==> src/rtl/pipe_pkg.sv <==
// Shared types and default widths for the pipeline skid register and its helpers.
package pipe_pkg;

    typedef enum logic [1:0] {
        EMPTY = 2'd0,
        ONE   = 2'd1,
        TWO   = 2'd2
    } skid_state_t;

    localparam int DEF_DATA_W = 32;
    localparam int DEF_CTRL_W = 4;
    localparam int DEF_CNT_W  = 16;

    // EX/MEM stage payload: ALU result, store data and destination register.
    localparam int EXMEM_DATA_W = 32 + 32 + 5;

    function automatic logic [1:0] occupancy_of(input skid_state_t st);
        case (st)
            ONE:     occupancy_of = 2'd1;
            TWO:     occupancy_of = 2'd2;
            default: occupancy_of = 2'd0;
        endcase
    endfunction

endpackage

==> src/rtl/pipe_sat_counter.sv <==
// Saturating up-counter: counts cycles with inc=1 and sticks at its maximum value.
module pipe_sat_counter #(
    parameter int CNT_W = 16
) (
    input  logic             clk,
    input  logic             rst,
    input  logic             inc,
    output logic [CNT_W-1:0] count
);

    localparam logic [CNT_W-1:0] CNT_STEP = {{(CNT_W-1){1'b0}}, 1'b1};

    logic [CNT_W-1:0] r_count;

    always_ff @(posedge clk) begin
        if (rst) begin
            r_count <= '0;
        end else if (inc && (r_count != '1)) begin
            r_count <= r_count + CNT_STEP;
        end
    end

    assign count = r_count;

endmodule

==> src/rtl/pipe_skid_reg.sv <==
// Two-entry skid buffer used as a pipeline stage register with flush, bubble
// gating of control bits and a back-pressure cycle counter.
module pipe_skid_reg
    import pipe_pkg::*;
#(
    parameter int DATA_W = DEF_DATA_W,
    parameter int CTRL_W = DEF_CTRL_W,
    parameter int CNT_W  = DEF_CNT_W
) (
    input  logic              clk,
    input  logic              rst,
    input  logic              flush,
    input  logic              in_valid,
    output logic              in_ready,
    input  logic [CTRL_W-1:0] in_ctrl,
    input  logic [DATA_W-1:0] in_data,
    output logic              out_valid,
    input  logic              out_ready,
    output logic [CTRL_W-1:0] out_ctrl,
    output logic [DATA_W-1:0] out_data,
    output logic [1:0]        occupancy,
    output logic [CNT_W-1:0]  stall_cnt
);

    // Handshake: a transfer happens on a side in any cycle where valid and ready
    // are both 1; in_ready comes from a register so out_ready never reaches it.
    skid_state_t       r_state;
    skid_state_t       w_next_state;
    logic              r_in_ready;
    logic [CTRL_W-1:0] r_main_ctrl;
    logic [DATA_W-1:0] r_main_data;
    logic [CTRL_W-1:0] r_skid_ctrl;
    logic [DATA_W-1:0] r_skid_data;

    logic w_out_valid;
    logic w_in_xfer;
    logic w_out_xfer;
    logic w_load_main;
    logic w_load_skid;
    logic w_skid_to_main;

    assign w_out_valid = (r_state != EMPTY);
    assign w_in_xfer   = in_valid & r_in_ready;
    assign w_out_xfer  = w_out_valid & out_ready;

    always_comb begin
        w_next_state   = r_state;
        w_load_main    = 1'b0;
        w_load_skid    = 1'b0;
        w_skid_to_main = 1'b0;
        case (r_state)
            EMPTY: begin
                if (w_in_xfer) begin
                    w_load_main  = 1'b1;
                    w_next_state = ONE;
                end
            end
            ONE: begin
                if (w_in_xfer && w_out_xfer) begin
                    w_load_main = 1'b1;
                end else if (w_in_xfer) begin
                    w_load_skid  = 1'b1;
                    w_next_state = TWO;
                end else if (w_out_xfer) begin
                    w_next_state = EMPTY;
                end
            end
            TWO: begin
                if (w_out_xfer) begin
                    w_skid_to_main = 1'b1;
                    w_next_state   = ONE;
                end
            end
            default: w_next_state = EMPTY;
        endcase
    end

    always_ff @(posedge clk) begin
        if (rst) begin
            r_state     <= EMPTY;
            r_in_ready  <= 1'b1;
            r_main_ctrl <= '0;
            r_main_data <= '0;
            r_skid_ctrl <= '0;
            r_skid_data <= '0;
        end else if (flush) begin
            // Data registers keep their contents so out_data stays stable.
            r_state     <= EMPTY;
            r_in_ready  <= 1'b1;
            r_main_ctrl <= '0;
            r_skid_ctrl <= '0;
        end else begin
            r_state    <= w_next_state;
            r_in_ready <= (w_next_state != TWO);
            if (w_load_main) begin
                r_main_ctrl <= in_ctrl;
                r_main_data <= in_data;
            end else if (w_skid_to_main) begin
                r_main_ctrl <= r_skid_ctrl;
                r_main_data <= r_skid_data;
            end
            if (w_load_skid) begin
                r_skid_ctrl <= in_ctrl;
                r_skid_data <= in_data;
            end
        end
    end

    pipe_sat_counter #(
        .CNT_W (CNT_W)
    ) u_stall_cnt (
        .clk   (clk),
        .rst   (rst),
        .inc   (w_out_valid & ~out_ready),
        .count (stall_cnt)
    );

    assign in_ready  = r_in_ready;
    assign out_valid = w_out_valid;
    assign out_ctrl  = w_out_valid ? r_main_ctrl : '0;
    assign out_data  = r_main_data;
    assign occupancy = occupancy_of(r_state);

endmodule

==> config.mk <==
export PLATFORM = sky130hd
export DESIGN_NAME = pipe_skid_reg
export DESIGN_NICKNAME = d
export VERILOG_FILES = /design/src/rtl/pipe_pkg.sv /design/src/rtl/pipe_sat_counter.sv /design/src/rtl/pipe_skid_reg.sv
export SDC_FILE = /design/constraint.sdc
export NUM_CORES = 1
export LEC_CHECK = 0
export BUFFER_PORTS_ARGS = -buffer_cell sky130_fd_sc_hd__buf_2
export CORE_UTILIZATION = 45
export CTS_BUF_LIST = sky130_fd_sc_hd__clkbuf_8
export CTS_CLUSTER_DIAMETER = 60
export DETAILED_ROUTE_END_ITERATION = 8
export GPL_ROUTABILITY_DRIVEN = 0
export PLACE_DENSITY_LB_ADDON = 0.12
export REMOVE_ABC_BUFFERS = 1
export SLEW_MARGIN = 40
export SYNTH_ARGS = -nofsm -noshare
export SYNTH_HDL_FRONTEND = slang
export SYNTH_HIERARCHICAL = 1
export SYNTH_SLANG_ARGS = --single-unit
export TNS_END_PERCENT = 100
==> constraint.sdc <==
create_clock -name clk -period 1.66 [get_ports clk]
set_input_delay 0.166 -clock clk [delete_from_list [all_inputs] [get_ports clk]]
set_output_delay 0.166 -clock clk [all_outputs]
set_load 0.01 [all_outputs]
==> impl_metrics.yaml <==
run_status:
  status: "complete, no violations"
timing:
  fin_crit_sh: 0.984
  rsz0062_at_grt: "true"
  fin_skew_ns: 0.0148
  tightest_slew_ns: 0.487
  max_freq_mhz: 612
  finalHoldWorstSlack_ns: 0.0442
  fin_crit_ns: 1.63
  hold_viol: 0
  timing.slew.headroom: 0.671
  drv_slew: 0
  setup_viol: 0
cts:
  clock_path_buffers: 2
  clk_pin_slew_worst_paths_ns: 0.10
  cts_tree: "done"
  cts.sinks: 91
  cts_buffers: 9
  cts-root-buf: "clkbuf_8"
  hold_buffers: 0
  h-tree-depth: 3
  clkLatencyLatePin_ns: 0.36
final_layout:
  fillers: 807
  multi_input_area_sq_um: 2130
  seq_area_sq_um: 1830
  nNetsFinal: 639
  drive_gt1_frac: 0.297
  antennaDiodeCount: 0
  fin_cells: 710
  area_growth_pct: 26.1
floorplanning:
  start_util: 0.473
  die_x_microns: 98.6
  die_h_microns: 98.6
  die_area_sq_um: 9730
  core_area_sq_um: 8890
  io_pins: 97
  rows: 34
logic_synthesis:
  yosysUniqueCellTypes: 45
  synth-edff-count: 0
  postSynth.asyncResetShare: 0
  synth_warnings: 6
  syn_inst: 479
  netlist_area_sq_um: 4200
  ys_seq_elements: 91
  ys.flop_type: "dfxtp_1"
  yosysSeqAreaShare: 0.433
  synth.avg_cell_area_sq_um: 8.77
power:
  peakVddDrop_mv: 0.543
  p_sw_uw: 1150
  sequentialPowerShare: 0.530
  power.clock.fraction: 0.349
  leakage_uw: 0.00219
  internal-power_uw: 3170
  swShare: 0.266
  power_density_nw_per_um2: 815
  combPwrFrac: 0.121
global_route:
  grt_pass1_vias: 3849
  grt.overflow.total: 0
  grt_max_degree: 52
  antenna_found_initial: 0
  grt_usage: 0.232
  grt_pass1_wl_microns: 18300
detailed_routing:
  wl_microns: 10900
  postRouteAntennaNets: 0
  drtIter0Drc: 148
  vias: 3851
  drt-pass1-iter-count: 4
  drc: 0
  routedWlPerCell_microns: 15.3
  via_per_inst: 5.42
worst_setup_path:
  crit_fanout: 4
  crit_path_end_kind: "flop"
  worstPathRequired_ns: 1.96
  critPathKind: "flop to flop"
  start_kind: "flop"
  critical_path_arrival_ns: 1.93
placed_design:
  dp.cells: 694
  io_buffers: 96
  detailed_place_hpwl_microns: 7530
hold_path:
  min_path_type: "input port to flop"
job:
  maxCapViolCount: 0
==> cell usage after synthesis, drive strengths merged, types with 4 or more instances <==
library cell / number / area (sq um)
nand3: 6 / 30.0
o21ai: 6 / 33.8
nor3: 5 / 30.0
nor2: 20 / 82.6
a21oi: 82 / 410
or4: 7 / 52.6
o221ai: 4 / 35.0
or3: 5 / 31.3
nand4: 4 / 40.0
inv: 41 / 154
mux2i: 5 / 50.1
dfxtp: 91 / 1820
o221a: 32 / 360
clkbuf: 20 / 75.1
buf: 12 / 66.3
nand2: 73 / 277
o31ai: 6 / 45.0
nor2b: 4 / 25.0
mux2: 33 / 372
==> through the flow <==
stage | area (sq um) | setup slack (ns) | util | setup TNS, ns | total power (uW)
2_1_floorplan | 4060 | -0.874 | - | -34.38 | 2580
6_report | 5300 | 0.0273 | 0.596 | 0 | 4320
4_1_cts | 5260 | 0.0112 | 0.592 | 0 | 4360
3_3_place_gp | 5060 | 0.0603 | 0.570 | 0 | 2850
5_1_grt | 5300 | -0.0313 | 0.596 | -0.0663 | 4500
3_5_place_dp | 5060 | 0.0172 | 0.570 | 0 | 2860
==> power by group through the flow <==
stage / clock [uW] / sequential [uW] / combinational (uW)
after global placement: 0 / 2330 / 514
final: 1510 / 2290 / 524
after CTS: 1550 / 2290 / 527
after floorplan: 0 / 2360 / 226
after detailed placement: 0 / 2340 / 524
after global routing: 1630 / 2300 / 577
==> routing by layer <==
metal / global-route usage / vias to the layer above / part of all wire
met4: 0.0746 / 0 / 0.0080
met3: 0.0362 / 7 / 0.049
met5: 0 / - / 0
met1: 0.299 / 1821 / 0.46
met2: 0.399 / 92 / 0.48
li1: - / 1931 / -
==> cells by family after synthesis <==
| family | share of synthesized area |
|---|---|
| fa+ha+maj | 0.00298 |
| mux | 0.100 |
| simple gates | 0.171 |
| buf+inv | 0.0703 |
| xor+xnor | 0.00417 |
| flops | 0.433 |
| compound gates | 0.218 |
==> sequential cells by signal, summed over array words and instances (netlist names) <==
signal             flops
out_data              32
r_skid_data           32
u_stall_cnt/count     16
r_skid_ctrl            4
r_main_ctrl            4
in_ready               1
r_state                2
==> cell usage in the layout, fill, tap and decap left out, types with 5 or more instances in the layout <==
master	n
buf_2	96
dfxtp_1	86
a21oi_1	81
nand2_1	72
inv_1	42
buf_4	38
mux2_1	31
o221a_1	30
nor2_1	18
clkbuf_8	9
o31ai_1	6
or4_1	6
mux2i_1	5
or3_1	5
o21ai_0	5
dfxtp_2	5
==> critical path: stages (launching register included) <==
cell and delay (ns):
dfxtp_1 0.37, nand3_2 0.13, or4_4 0.50, or4_1 0.43, a21oi_2 0.15
==> what timing repair did <==
item | in CTS | in global routing
setup endpoints to repair | 1 | 11
pin swaps | 0 | 1
setup buffers | 0 | 0
gates resized for setup | 1 | 13
==> area by class of cell <==
cell class	count	share of cell area
repair buffers	139	0.162
well taps	108	0.0255
clock buffers	9	0.0234
multi-input cells	315	0.403
clock inverters	7	0.0127
inverters	41	0.0290
flip-flops and latches	91	0.345
==> path summary, 6_finish.rpt <==
path                         start                     to  slack, ns  cells past startpoint
max          u_stall_cnt/count[11]  u_stall_cnt/count[15]       0.03                      4
min                    in_data[15]        r_skid_data[15]       0.04                      3
max reg2reg  u_stall_cnt/count[11]  u_stall_cnt/count[15]       0.03                      4
min reg2reg        r_skid_data[10]        r_skid_data[10]       0.46                      2
(Power assumes the default switching activity.)
